`src/rtl/dmem_lsu_if.sv`:
```
// D-bus bundle between the load/store unit (master) and the data memory (slave).
// The master issues word-aligned requests and holds them until the slave strobes bus_ack.
interface dmem_lsu_if;
    logic        bus_req;
    logic        bus_we;
    logic [31:0] bus_addr;
    logic [3:0]  bus_be;
    logic [31:0] bus_wdata;
    logic [31:0] bus_rdata;
    logic        bus_ack;

    modport master (
        output bus_req, bus_we, bus_addr, bus_be, bus_wdata,
        input  bus_rdata, bus_ack
    );

    modport slave (
        input  bus_req, bus_we, bus_addr, bus_be, bus_wdata,
        output bus_rdata, bus_ack
    );
endinterface

```
`src/rtl/dmem_lsu.sv`:
```
// Load/store unit between a single-cycle core's data port and a handshaked word-wide D-bus.
// Decodes the core's memory op, places sub-word stores into byte lanes, extracts and extends
// loads, drops misaligned accesses with a pulse, and stalls the core while an access is in flight.
// A bus access that is not acknowledged within TIMEOUT_CYC busy cycles is abandoned with bus_err.
module dmem_lsu #(
    parameter int TIMEOUT_CYC = 64
) (
    input  logic        clk,
    input  logic        rst,
    input  logic [1:0]  i_mem_write,
    input  logic [2:0]  i_mem_read,
    input  logic [31:0] i_addr,
    input  logic [31:0] i_wdata,
    output logic [31:0] o_rdata,
    output logic        o_stall,
    output logic        o_misalign,
    output logic        o_bus_err,
    dmem_lsu_if.master  bus
);

    localparam int CW = (TIMEOUT_CYC > 2) ? $clog2(TIMEOUT_CYC) : 1;

    typedef enum logic [1:0] {
        ST_IDLE,
        ST_BUSY,
        ST_DONE
    } state_t;

    state_t      r_state;
    state_t      w_next_state;

    logic        r_bus_req;
    logic        r_bus_we;
    logic [31:0] r_bus_addr;
    logic [3:0]  r_bus_be;
    logic [31:0] r_bus_wdata;
    logic [31:0] r_rdata;
    logic        r_misalign;
    logic        r_bus_err;
    logic [2:0]  r_load_op;
    logic [1:0]  r_lane;
    logic [CW-1:0] r_count;

    logic        w_is_write;
    logic        w_is_read;
    logic        w_req;
    logic        w_half;
    logic        w_word;
    logic        w_aligned;
    logic        w_start;
    logic        w_misalign;
    logic        w_timeout;
    logic [3:0]  w_be;
    logic [31:0] w_wdata;
    logic [7:0]  w_load_byte;
    logic [15:0] w_load_half;
    logic [31:0] w_load_data;

    // Decode the core's op: a store beats a simultaneous load, and only naturally aligned
    // halfwords/words may proceed to the bus.
    always_comb begin
        w_is_write = (i_mem_write != 2'b00);
        w_is_read  = !w_is_write && (i_mem_read != 3'd0) && (i_mem_read <= 3'd5);
        w_req      = w_is_write || w_is_read;
        w_half     = w_is_write ? (i_mem_write == 2'b10)
                                : ((i_mem_read == 3'd2) || (i_mem_read == 3'd5));
        w_word     = w_is_write ? (i_mem_write == 2'b11) : (i_mem_read == 3'd3);
        w_aligned  = !((w_half && i_addr[0]) || (w_word && (i_addr[1:0] != 2'b00)));
        w_start    = (r_state == ST_IDLE) && w_req && w_aligned;
        w_misalign = (r_state == ST_IDLE) && w_req && !w_aligned;
        w_timeout  = (TIMEOUT_CYC != 0) && (32'(r_count) == 32'(TIMEOUT_CYC - 1));
    end

    // Steer store data into byte lanes; reads always fetch the whole word.
    always_comb begin
        w_be    = 4'b1111;
        w_wdata = 32'h0;
        case (i_mem_write)
            2'b01: begin
                w_be    = 4'b0001 << i_addr[1:0];
                w_wdata = {4{i_wdata[7:0]}};
            end
            2'b10: begin
                w_be    = i_addr[1] ? 4'b1100 : 4'b0011;
                w_wdata = {2{i_wdata[15:0]}};
            end
            2'b11: begin
                w_be    = 4'b1111;
                w_wdata = i_wdata;
            end
            default: ;
        endcase
    end

    // Pick the addressed byte/halfword out of the returned word and extend it for the latched load type.
    always_comb begin
        w_load_byte = 8'h00;
        w_load_data = 32'h0;
        case (r_lane)
            2'd0:    w_load_byte = bus.bus_rdata[7:0];
            2'd1:    w_load_byte = bus.bus_rdata[15:8];
            2'd2:    w_load_byte = bus.bus_rdata[23:16];
            default: w_load_byte = bus.bus_rdata[31:24];
        endcase
        w_load_half = r_lane[1] ? bus.bus_rdata[31:16] : bus.bus_rdata[15:0];
        case (r_load_op)
            3'd1:    w_load_data = {{24{w_load_byte[7]}}, w_load_byte};
            3'd2:    w_load_data = {{16{w_load_half[15]}}, w_load_half};
            3'd3:    w_load_data = bus.bus_rdata;
            3'd4:    w_load_data = {24'h0, w_load_byte};
            3'd5:    w_load_data = {16'h0, w_load_half};
            default: w_load_data = 32'h0;
        endcase
    end

    // Next-state and stall: the core is held from the request cycle until the access leaves BUSY.
    always_comb begin
        w_next_state = r_state;
        o_stall      = 1'b0;
        case (r_state)
            ST_IDLE: begin
                o_stall = w_start;
                if (w_start) w_next_state = ST_BUSY;
            end
            ST_BUSY: begin
                o_stall = 1'b1;
                if (bus.bus_ack || w_timeout) w_next_state = ST_DONE;
            end
            ST_DONE: w_next_state = ST_IDLE;
            default: w_next_state = ST_IDLE;
        endcase
    end

    // State register.
    always_ff @(posedge clk) begin
        if (rst) r_state <= ST_IDLE;
        else     r_state <= w_next_state;
    end

    // Bus request registers, load result, timeout counter and the one-cycle status pulses.
    always_ff @(posedge clk) begin
        if (rst) begin
            r_bus_req   <= 1'b0;
            r_bus_we    <= 1'b0;
            r_bus_addr  <= 32'h0;
            r_bus_be    <= 4'h0;
            r_bus_wdata <= 32'h0;
            r_rdata     <= 32'h0;
            r_misalign  <= 1'b0;
            r_bus_err   <= 1'b0;
            r_load_op   <= 3'd0;
            r_lane      <= 2'd0;
            r_count     <= '0;
        end else begin
            r_misalign <= w_misalign;
            r_bus_err  <= 1'b0;
            case (r_state)
                ST_IDLE: begin
                    if (w_start) begin
                        r_bus_req   <= 1'b1;
                        r_bus_we    <= w_is_write;
                        r_bus_addr  <= {i_addr[31:2], 2'b00};
                        r_bus_be    <= w_be;
                        r_bus_wdata <= w_wdata;
                        r_load_op   <= w_is_write ? 3'd0 : i_mem_read;
                        r_lane      <= i_addr[1:0];
                        r_count     <= '0;
                    end else if (w_misalign) begin
                        r_rdata <= 32'h0;
                    end
                end
                ST_BUSY: begin
                    if (bus.bus_ack) begin
                        r_bus_req <= 1'b0;
                        if (r_load_op != 3'd0) r_rdata <= w_load_data;
                    end else if (w_timeout) begin
                        r_bus_req <= 1'b0;
                        r_bus_err <= 1'b1;
                        r_rdata   <= 32'h0;
                    end else begin
                        r_count <= r_count + CW'(1);
                    end
                end
                default: ;
            endcase
        end
    end

    assign bus.bus_req   = r_bus_req;
    assign bus.bus_we    = r_bus_we;
    assign bus.bus_addr  = r_bus_addr;
    assign bus.bus_be    = r_bus_be;
    assign bus.bus_wdata = r_bus_wdata;
    assign o_rdata       = r_rdata;
    assign o_misalign    = r_misalign;
    assign o_bus_err     = r_bus_err;

endmodule

```
`src/flat_wrapper.sv`:
```
// flat-port wrapper written by rule: the top's interface ports become plain ports
module dmem_lsu_flat 
#(
    parameter int TIMEOUT_CYC = 64
)
  (clk, rst, i_mem_write, i_mem_read, i_addr, i_wdata, o_rdata, o_stall, o_misalign, o_bus_err, bus_bus_req, bus_bus_we, bus_bus_addr, bus_bus_be, bus_bus_wdata, bus_bus_rdata, bus_bus_ack);
  dmem_lsu_if bus_i ();
  input  logic clk;
  input  logic rst;
  input  logic [1:0] i_mem_write;
  input  logic [2:0] i_mem_read;
  input  logic [31:0] i_addr;
  input  logic [31:0] i_wdata;
  output logic [31:0] o_rdata;
  output logic o_stall;
  output logic o_misalign;
  output logic o_bus_err;
  output wire logic [$bits(bus_i.bus_req)-1:0] bus_bus_req;
  output wire logic [$bits(bus_i.bus_we)-1:0] bus_bus_we;
  output wire logic [$bits(bus_i.bus_addr)-1:0] bus_bus_addr;
  output wire logic [$bits(bus_i.bus_be)-1:0] bus_bus_be;
  output wire logic [$bits(bus_i.bus_wdata)-1:0] bus_bus_wdata;
  input wire logic [$bits(bus_i.bus_rdata)-1:0] bus_bus_rdata;
  input wire logic [$bits(bus_i.bus_ack)-1:0] bus_bus_ack;
  assign bus_bus_req = bus_i.bus_req;
  assign bus_bus_we = bus_i.bus_we;
  assign bus_bus_addr = bus_i.bus_addr;
  assign bus_bus_be = bus_i.bus_be;
  assign bus_bus_wdata = bus_i.bus_wdata;
  assign bus_i.bus_rdata = bus_bus_rdata;
  assign bus_i.bus_ack = bus_bus_ack;
  dmem_lsu #(.TIMEOUT_CYC(TIMEOUT_CYC)) u_core (.clk(clk), .rst(rst), .i_mem_write(i_mem_write), .i_mem_read(i_mem_read), .i_addr(i_addr), .i_wdata(i_wdata), .o_rdata(o_rdata), .o_stall(o_stall), .o_misalign(o_misalign), .o_bus_err(o_bus_err), .bus(bus_i));
endmodule
```
`config.mk`:
```
export PLATFORM = sky130hd
export DESIGN_NAME = dmem_lsu_flat
export DESIGN_NICKNAME = d
export VERILOG_FILES = /design/src/rtl/dmem_lsu_if.sv /design/src/rtl/dmem_lsu.sv /design/src/flat_wrapper.sv
export SDC_FILE = /design/constraint.sdc
export NUM_CORES = 1
export LEC_CHECK = 0
export CORE_MARGIN = 10
export CORE_UTILIZATION = 44
export CTS_CLUSTER_SIZE = 12
export DETAILED_ROUTE_END_ITERATION = 10
export HOLD_SLACK_MARGIN = 0.03
export PLACE_DENSITY = 0.8
export SETUP_SLACK_MARGIN = 0.02
export SLEW_MARGIN = 20
export SYNTH_ARGS = -nofsm -noshare
export SYNTH_HDL_FRONTEND = slang
export SYNTH_SLANG_ARGS = --single-unit
export TNS_END_PERCENT = 1
```
`constraint.sdc`:
```
create_clock -name clk -period 2.54 [get_ports clk]
set_input_delay 0.508 -clock clk [delete_from_list [all_inputs] [get_ports clk]]
set_output_delay 0.508 -clock clk [all_outputs]
set_load 0.02 [all_outputs]
```
==> results.ini, run 1 <==
[route]
drt_pre_antenna_iters = 5
detail_route.drc_violations = 0
detailroute.wirelength.met2_um = 9250
wire_per_inst_um = 19.7
drt_iter0_markers = 399
topRoutingLayerUsed = met4
vias_per_cell = 5.62
routed-wl-met3_um = 2280
route.vias.total = 5613
detail-route-antenna-nets = 0
m1WireLength_um = 7780
detail_route.wirelength_um = 19700

[yosys]
netlist.area_leader.share = 0.423
synth_sequential_area_ratio = 0.423
synth_cells = 605
dominant_combinational_cell_family_by_area_after_synthesis = compound AO/OA/AOI/OAI gates
post-synth-top-area-cell = sky130_fd_sc_hd__dfxtp_1
synth_simple_gate_area_share = 0.121
post_synth_fa_ha_maj_area_fraction = 0.0115
synth_area_per_cell_um2 = 9.00
synth_enable_flop_cells = 0
synth_seq_cells = 115
ys_top_cells_by_area = sky130_fd_sc_hd__dfxtp_1 42%, sky130_fd_sc_hd__mux2i_1 7.4%, sky130_fd_sc_hd__o21ai_0 5.4%
syn-cell-area_um2 = 5440
synth-async-reset-ratio = 0
synth_xor_area_frac = 0.00644
synthDistinctLibCells = 47
synth.yosys.warnings = 0
most_frequently_used_cell_type_in_the_post_synthesis_netlist = sky130_fd_sc_hd__dfxtp_1
synth.area.mux_share = 0.107
leading_register_cell_type_out_of_synthesis = sky130_fd_sc_hd__dfxtp_1
synth_compound_gate_area_share = 0.273
most_used_standard_cells_in_the_synthesized_netlist = 115 x sky130_fd_sc_hd__dfxtp_1, 59 x sky130_fd_sc_hd__o21ai_0, 58 x sky130_fd_sc_hd__a21oi_1

[final_layout]
filler_cell_count = 930
antenna_cells = 0
post_route_cells_drive_above_1_share = 0.113
instances_no_fill = 999
area.growth.synth_to_final_pct = 54.9
finish.net_count = 927
post-route-cell-area_um2 = 8430

[power_and_ir_drop]
leakagePower_nw = 3.17
pwrdens_nw_per_um2 = 692
worst_ir_drop_vdd_v = 0.000461

[place]
placement.setup.worst_slack_ns = -0.544
detailed_place_hpwl_um = 14800
placement.io_buffers = 206
dp_cells = 967
placedInstanceArea_um2 = 7790
gp_congestion = 0.967

[clock_network]
post_cts_buffers = 0
h-tree-depth = 4
clock_tree_buffer_depth = 2
root_buffer = sky130_fd_sc_hd__clkbuf_16
clock_sinks = 115
cts_made_buffers = 17
insertion_delay_ns = 0.42
cts_hold_repair.buffers = 0
tritoncts = yes
worst_setup_hold_path_clk_slew_ns = 0.05

[sta]
tightest_slew_ns = 0.667
timing.final.crit_period_ns = 2.48
clock_tree_skew_after_final_layout_ns = 0.00820
setup_violations = 0
worst_slack_ns = 0.0598
grt_setup_unrepaired = false
report.final.slew_viol_count = 0
slew_headroom = 0.554
max_freq_mhz = 403
setup_tns_ns = 0
fin_crit_sh = 0.976
hold_viol_final = 0
fin_worst_hold_slack_ns = 0.445

[global_route]
grt_antenna_before_repair = 0
grt_first_pass_wirelength_um = 31100
grt_pass1_vias = 5755
largest_net_degree_at_the_start_of_global_routing = 42
global_route.overflow_total = 0
gr-usage-all-layers = 0.220

[flow_run]
maxCapViolCount = 0

[die]
core_area_um2 = 12100
die_ar_um2 = 17200
die_x_um = 131
start_util = 0.451
io_pins = 209
die_y_um = 131
placementRows = 40

[setup_path]
worst_setup_path_start_kind = input pin
timing.critical_path.required_ns = 2.03
path_max_fanout = 4
crit_path_end_kind = output pin
arrival_ns = 1.97
critical_path_type = input pin to output pin

[status]
run_status = completed

[hold_path]
worst_hold_path_type = flop to flop

==> kinds of logic (layout without fill, tap and decap cells) <==
group	count (synthesis)	in the layout
AOI/OAI and AO/OA	220	220
and+or+nand+nor	144	144
DFF	115	115
buffers and inverters	68	293
muxes	48	48
adders and majority gates	5	5
xor gates and xnor gates	4	4
other	1	2
==> final timing paths <==
kind | slack (ns) | start | cells after the start | endpoint
max | 0.06 | i_mem_read[2] | 6 | o_stall
min | 0.45 | u_core.bus.bus_we | 2 | u_core.bus.bus_we
max reg2reg | 0.50 | u_core.r_lane[1] | 5 | u_core.o_rdata[0]
min reg2reg | 0.45 | u_core.bus.bus_we | 2 | u_core.bus.bus_we
==> area by class of cell <==
type / instances / area (um2) / area share
Clock inverter: 12 / 185 / 0.0220
Multi-Input combinational cell: 423 / 2840 / 0.337
Clock buffer: 20 / 447 / 0.0530
Timing Repair Buffer: 244 / 2380 / 0.282
Sequential cell: 115 / 2300 / 0.273
Tap cell: 168 / 210 / 0.0249
Inverter: 17 / 63.8 / 0.00757
==> cells in the final DEF, fill, tap and decap left out, types with 3 or more instances in the layout <==
master                            Yosys  layout
sky130_fd_sc_hd__buf_4                3      36
sky130_fd_sc_hd__a22oi_1              8       8
sky130_fd_sc_hd__buf_12               0       3
sky130_fd_sc_hd__nor2b_1             12      12
sky130_fd_sc_hd__nor3_1               3       3
sky130_fd_sc_hd__o2bb2ai_1           32      32
sky130_fd_sc_hd__mux4_2               8       8
sky130_fd_sc_hd__a22o_1              16      16
sky130_fd_sc_hd__a31oi_1              4       4
sky130_fd_sc_hd__bufinv_16            0       5
sky130_fd_sc_hd__ha_1                 5       4
sky130_fd_sc_hd__inv_1               17      15
sky130_fd_sc_hd__clkbuf_16            0      17
sky130_fd_sc_hd__a211oi_1            16      16
sky130_fd_sc_hd__o21ai_0             59      59
sky130_fd_sc_hd__nor2_1              45      45
sky130_fd_sc_hd__nand2_1             55      55
sky130_fd_sc_hd__xor2_1               4       4
sky130_fd_sc_hd__nand4_1              6       6
sky130_fd_sc_hd__mux2i_1             40      40
sky130_fd_sc_hd__nand3_1              7       7
sky130_fd_sc_hd__a21oi_1             58      58
sky130_fd_sc_hd__a222oi_1             7       7
sky130_fd_sc_hd__o22ai_1              8       8
sky130_fd_sc_hd__dfxtp_1            115     115
sky130_fd_sc_hd__clkinv_2             0       7
sky130_fd_sc_hd__clkdlybuf4s50_1      0     200
==> power breakdown <==
part           internal, mW  leakage, nW  switching [mW]
Sequential             1.92        0.938          0.0678
Clock                  1.75        0.317           0.820
Combinational         0.614         1.92           0.657
Total                  4.28         3.17            1.55
==> sequential cells by signal (all words and copies together) (netlist names) <==
signal / cells
u_core.r_count: 6
u_core.bus.bus_addr: 30
u_core.bus.bus_req: 1
u_core.o_bus_err: 1
u_core.bus.bus_we: 1
u_core.o_rdata: 32
u_core.o_misalign: 1
u_core.r_load_op: 3
u_core.bus.bus_be: 4
u_core.r_lane: 2
u_core.bus.bus_wdata: 32
u_core.r_state: 2
==> critical path: stages <==
cell and delay (ns):
sky130_fd_sc_hd__clkdlybuf4s50_1 0.46, sky130_fd_sc_hd__or4b_4 0.52, sky130_fd_sc_hd__and3_4 0.17, sky130_fd_sc_hd__nand3_1 0.09, sky130_fd_sc_hd__nand2_1 0.06, sky130_fd_sc_hd__buf_4 0.17
==> metrics by stage <==
step	utilization	power, mW
finish	0.699	5.83
detailed placement	0.646	3.28
CTS	0.698	5.85
global route	0.699	6.04
floorplan	-	2.69
global placement	0.646	3.26
==> per-layer routing <==
| layer | vias up | GRT usage |
|---|---|---|
| met2 | 313 | 0.352 |
| met3 | 30 | 0.108 |
| met1 | 2618 | 0.248 |
| li1 | 2652 | - |
| met5 | - | 0 |
| met4 | 0 | 0.0788 |
==> repair_timing <==
item                                    4_1_cts  5_1_grt
endpoints found under the setup margin        1        1
cloned                                        0        0
resized for setup                            10        3
Power figures use the tool's default switching activity.
==> inputs of run 2 (changes only) <==
CORE_MARGIN = default   (was 10)
MAX_ROUTING_LAYER = met4   (was default)
==> results.ini, run 2 (synthesis results as in run 1) <==
[power_and_ir_drop]
portion_of_total_power_attributed_to_sequential_cells = 0.351  ; +0.010
switching_portion_of_total_power = 0.268  ; +0.00304
combinationalPowerShare = 0.222  ; +0.004
worst_ir_drop_vdd_v = 0.000524  ; +14%
pwrdens_nw_per_um2 = 676  ; -2.2%
power.net_switching_mw = 1.52  ; -1.8%
intPower_mw = 4.14  ; -3.3%
leakagePower_nw = 3.15  ; -0.80%
power.share.clock = 0.427  ; -0.014

[setup_path]
critical_path.slowest_cell = sky130_fd_sc_hd__or4b_4
arrival_ns = 1.96  ; about the same
setup.reg_to_reg.worst_slack_ns = 0.56  ; +0.06 ns
timing.critical_path.required_ns = 2.03  ; about the same
critical_path_type = input pin to output pin
critical_path_buf_inv_count = 3  ; +1
timing.critical_path.slowest_cell_delay_ns = 0.46  ; -0.06 ns
worst_setup_path_start_kind = input pin
crit_path_end_kind = output pin
path_max_fanout = 3  ; -1
critical_path.cell_chain = dlygate4sd2_1 -> inv_2 -> ha_2 -> or4b_4 -> and3_4 -> nand3_1 -> nand2_1 -> buf_6
cell_family_contributing_the_most_delay_on_the_critical_path = simple AND/OR/NAND/NOR gates

[sta]
max_freq_mhz = 405  ; +0.56%
slew_headroom = 0.591  ; +0.0374
timing.final.crit_period_ns = 2.47  ; -0.0138 ns
hold_viol_final = 0  ; unchanged
clock_tree_skew_after_final_layout_ns = 0.00589  ; -0.00232 ns
tightest_slew_ns = 0.611  ; -0.0558 ns
setup_violations = 0  ; unchanged
report.final.slew_viol_count = 0  ; unchanged
grt_setup_unrepaired = false
fin_crit_sh = 0.971  ; -0.00542

[place]
placement.io_buffers = 206  ; unchanged
gp_congestion = 0.970  ; +0.32%
detailed_place_hpwl_um = 12900  ; -13%
dp_cells = 947  ; -2.1%

[global_route]
grt_first_pass_wirelength_um = 28100  ; -9.8%
largest_net_degree_at_the_start_of_global_routing = 42  ; unchanged
grt_antenna_before_repair = 0  ; unchanged
gr-usage-all-layers = 0.292  ; +0.0718
global_route.overflow_total = 0  ; unchanged
grt_pass1_vias = 5648  ; -1.9%

[route]
detail_route.wirelength_um = 17800  ; -9.7%
drt_iter0_markers = 578  ; +45%
vias_per_cell = 5.75  ; +2.4%
detail_route.drc_violations = 0  ; unchanged
route.vias.total = 5633  ; +0.36%
wire_per_inst_um = 18.1  ; -7.9%
detail-route-antenna-nets = 0  ; unchanged
drt_pre_antenna_iters = 6  ; +1

[final_layout]
post_route_cells_drive_above_1_share = 0.114  ; +0.00107
instances_no_fill = 979  ; -2.0%
area.growth.synth_to_final_pct = 53.8
antenna_cells = 0  ; unchanged
layout_common_cells = 201 x sky130_fd_sc_hd__clkdlybuf4s50_1, 115 x sky130_fd_sc_hd__dfxtp_1, 59 x sky130_fd_sc_hd__o21ai_0, 58 x sky130_fd_sc_hd__a21oi_1, 55 x sky130_fd_sc_hd__nand2_1
final_common_cell = sky130_fd_sc_hd__clkdlybuf4s50_1
finish.utilization = 0.697  ; -0.00167
filler_cell_count = 921  ; -0.97%
finish.net_count = 928  ; +0.11%

[clock_network]
h-tree-depth = 4  ; unchanged
insertion_delay_ns = 0.42  ; about the same
root_buffer = sky130_fd_sc_hd__clkbuf_16
post_cts_buffers = 0  ; unchanged
cts_made_buffers = 17  ; unchanged
clock_tree_buffer_depth = 2  ; unchanged
worst_setup_hold_path_clk_slew_ns = 0.05  ; about the same
clock_sinks = 115  ; unchanged
tritoncts = yes

[die]
core_area_um2 = 12000  ; -0.42%
die_y_um = 113  ; -14%
die_x_um = 113  ; -14%
placementRows = 40  ; unchanged
die_ar_um2 = 12800  ; -26%
start_util = 0.453  ; +0.00188
io_pins = 209  ; unchanged

[hold_path]
worst_hold_path_type = input pin to flop

[flow_run]
maxCapViolCount = 0  ; unchanged

[status]
run_status = completed

[run 2: cell count changes in the layout (fill, tap and decap cells not counted), moves of 2 or more]
cell                         previous run  this run
sky130_fd_sc_hd__bufinv_16              5         3
sky130_fd_sc_hd__clkbuf_8               1         3
sky130_fd_sc_hd__clkinv_2               7         5
sky130_fd_sc_hd__clkinvlp_4             0         2
[run 2: worst paths after layout]
check / start / cells past startpoint / endpoint
setup / recovery: i_mem_write[1] / 8 / o_stall
hold reg to reg: u_core.bus.bus_we / 2 / u_core.bus.bus_we
hold / removal: rst / 2 / u_core.bus.bus_addr[26]
setup reg to reg: u_core.r_lane[1] / 5 / u_core.o_rdata[6]
[run 2: power by group through the flow]
stage               clock, mW  sequential (mW)  combinational [mW]
detailed placement          0             2.02                1.25
CTS                      2.44             1.99                1.26
floorplan                   0             2.14               0.551
finish                   2.42             1.99                1.26
global route             2.55             2.00                1.34
global placement            0             2.02                1.22
[run 2: through the flow]
| step | setup WS, ns | TNS [ns] | hold slack [ns] | instance area, um2 | power, mW |
|---|---|---|---|---|---|
| 2_1_floorplan | 0.156 | 0 | 0.472 | 5450 | 2.69 |
| 3_3_place_gp | -0.492 | -16.95 | 0.431 | 7770 | 3.24 |
| 3_5_place_dp | -0.529 | -21.91 | 0.441 | 7770 | 3.27 |
| 4_1_cts | 0.0507 | 0 | 0.400 | 8370 | 5.69 |
| 5_1_grt | 0.0216 | 0 | 0.423 | 8380 | 5.89 |
| 6_report | 0.0735 | 0 | 0.417 | 8380 | 5.66 |
[run 2: metal layers]
metal  share of wire  vias to the layer above  GRT usage
li1                -                     2649          -
met1            0.40                     2626      0.336
met2            0.47                      309      0.456
met3           0.099                       49     0.0964
met4           0.035                        0      0.145
met5               0                        -          -
[run 2: layout make-up]
type,instances,area [um2],area share
Clock buffer,22,474,0.0566
Clock inverter,10,130,0.0155
Inverter,17,63.8,0.00762
Multi-Input combinational cell,423,2830,0.338
Sequential cell,115,2300,0.275
Tap cell,147,184,0.0220
Timing Repair Buffer,245,2390,0.285
[run 2: what timing repair did]
item                                    4_1_cts  5_1_grt
hold endpoints to repair                      0        0
resized for setup                            10        2
endpoints found under the setup margin        1        1
hold buffers                                  0        0
pin swaps                                     0        1
==> inputs of run 3 (changes only) <==
CORE_ASPECT_RATIO = 0.8   (was default)
==> results.ini, run 3 (synthesis results as in run 1) <==
[clock_network]
root_buffer = sky130_fd_sc_hd__clkbuf_16
insertion_delay_ns = 0.42  ; about the same
clock_sinks = 115  ; unchanged
tritoncts = yes
cts_made_buffers = 17  ; unchanged
worst_setup_hold_path_clk_slew_ns = 0.05  ; about the same
h-tree-depth = 4  ; unchanged
clock_tree_buffer_depth = 2  ; unchanged

[die]
io_pins = 209  ; unchanged
die_ar_um2 = 12800  ; about the same
die_y_um = 101  ; -10%
start_util = 0.462  ; +0.00891
core_area_um2 = 11800  ; -1.9%
placementRows = 35  ; -13%
die_x_um = 126  ; +12%

[sta]
report.final.slew_viol_count = 0  ; unchanged
fin_worst_hold_slack_ns = 0.425  ; +0.00754 ns
slew_headroom = 0.497  ; -0.0940
setup_violations = 0  ; unchanged
fin_crit_sh = 0.968  ; -0.00351
grt_setup_unrepaired = true
hold_viol_final = 0  ; unchanged
tightest_slew_ns = 0.750  ; +0.139 ns
clock_tree_skew_after_final_layout_ns = 0.00656  ; +0.000672 ns
timing.final.crit_period_ns = 2.46  ; -0.00891 ns
max_freq_mhz = 407  ; +0.36%

[final_layout]
area.growth.synth_to_final_pct = 55.8
filler_cell_count = 817  ; -11%
post_route_cells_drive_above_1_share = 0.132  ; +0.0173
layout_common_cells = 199 x sky130_fd_sc_hd__clkdlybuf4s50_1, 115 x sky130_fd_sc_hd__dfxtp_1, 59 x sky130_fd_sc_hd__o21ai_0, 58 x sky130_fd_sc_hd__a21oi_1, 54 x sky130_fd_sc_hd__nand2_1
final_common_cell = sky130_fd_sc_hd__clkdlybuf4s50_1
finish.net_count = 940  ; +1.3%
multi_input_area_um2 = 2870  ; +1.1%
antenna_cells = 0  ; unchanged
finish.utilization = 0.720  ; +0.0228
register_area_um2 = 2300  ; unchanged

[global_route]
global_route.overflow_total = 0  ; unchanged
gr-usage-all-layers = 0.288  ; -0.00329
grt_first_pass_wirelength_um = 28000  ; -0.27%
grt_pass1_vias = 5559  ; -1.6%
largest_net_degree_at_the_start_of_global_routing = 40  ; -4.8%
grt_antenna_before_repair = 0  ; unchanged

[power_and_ir_drop]
power.net_switching_mw = 1.59  ; +4.7%
leakagePower_nw = 3.22  ; +2.3%
pwrdens_nw_per_um2 = 660  ; -2.5%
combinationalPowerShare = 0.229  ; +0.007
power.share.clock = 0.416  ; -0.011
switching_portion_of_total_power = 0.284  ; +0.0161
portion_of_total_power_attributed_to_sequential_cells = 0.355  ; +0.004
worst_ir_drop_vdd_v = 0.000493  ; -5.9%
intPower_mw = 4.01  ; -3.4%

[route]
route.vias.total = 5745  ; +2.0%
detail-route-antenna-nets = 0  ; unchanged
wire_per_inst_um = 18.0  ; -0.89%
vias_per_cell = 5.79  ; +0.65%
detail_route.wirelength_um = 17800  ; +0.42%
detail_route.drc_violations = 0  ; unchanged
drt_pre_antenna_iters = 6  ; unchanged
drt_iter0_markers = 430  ; -26%

[setup_path]
crit_path_end_kind = output pin
timing.critical_path.required_ns = 2.03  ; about the same
r2r.worst_path.cells = 5  ; unchanged
critical_path.slowest_cell = sky130_fd_sc_hd__or4b_4
worst_setup_path_start_kind = input pin
critical_path.cell_chain = dlygate4sd2_1 -> inv_1 -> ha_4 -> or4b_4 -> and3_4 -> nand3_4 -> nand2_2 -> buf_6
path_max_fanout = 4  ; +1
critical_path_buf_inv_count = 3  ; unchanged
arrival_ns = 1.95  ; about the same
cell_family_contributing_the_most_delay_on_the_critical_path = simple AND/OR/NAND/NOR gates
timing.critical_path.slowest_cell_delay_ns = 0.46  ; about the same
critical_path_cell_count = 8  ; unchanged
critical_path_type = input pin to output pin

[flow_run]
maxCapViolCount = 0  ; unchanged

[place]
gp_congestion = 0.895  ; -7.7%
placement.io_buffers = 206  ; unchanged
detailed_place_hpwl_um = 12400  ; -3.5%

[hold_path]
worst_hold_path_type = input pin to flop
worstHoldPathCells = 2  ; unchanged

[status]
run_status = completed

run 3: cell types whose count changed in the layout (fill, tap and decap cells not counted), sizes merged:
cell	change
inv	+2
clkdlybuf4s50	-2
dlymetal6s2s	+2
buf	+12
bufinv	-2
run 3: routing by layer:
layer	wire [um]	share of wire	global-route usage
met1	7460	0.42	0.345
met2	8310	0.47	0.456
met3	1660	0.093	0.0893
met4	416	0.023	0.113
met5	0	0	-
run 3: final timing paths:
kind / slack [ns] / start / endpoint
worst min-delay path: 0.42 / rst / u_core.bus.bus_addr[31]
worst min register to register: 0.45 / u_core.bus.bus_we / u_core.bus.bus_we
worst max register to register: 0.51 / u_core.r_lane[1] / u_core.o_rdata[20]
worst max-delay path: 0.08 / i_mem_write[0] / o_stall
run 3: power groups by stage:
stage	combinational, mW	clock (mW)	sequential (mW)
6_report	1.28	2.33	1.99
5_1_grt	1.36	2.44	2.00
4_1_cts	1.27	2.34	1.99
3_5_place_dp	1.24	0	2.02
3_3_place_gp	1.22	0	2.02
2_1_floorplan	0.551	0	2.14
run 3: stage by stage:
step,worst slack [ns],cells,setup TNS [ns],area [um2],total power [mW]
after CTS,0.0491,992,0,8470,5.60
final,0.0825,992,0,8480,5.59
after global routing,0.0235,992,0,8480,5.81
after global placement,-0.566,952,-20.10,7800,3.24
after floorplan,0.156,606,0,5450,2.69
after detailed placement,-0.597,952,-25.51,7810,3.26
run 3: what timing repair did:
action | 4_1_cts | 5_1_grt
cloned | 0 | 0
hold buffers | 0 | 0
setup buffers | 8 | 0
endpoints found under the setup margin | 1 | 1
hold endpoints to repair | 0 | 0
pin swaps | 1 | 0
resized for setup | 12 | 5
run 3: final cells by class:
| class | instances | share of cell area |
|---|---|---|
| Timing Repair Buffer | 257 | 0.293 |
| Tap cell | 148 | 0.0218 |
| Inverter | 17 | 0.00752 |
| Multi-Input combinational cell | 423 | 0.338 |
| Sequential cell | 115 | 0.271 |
| Clock buffer | 22 | 0.0571 |
| Clock inverter | 10 | 0.0117 |
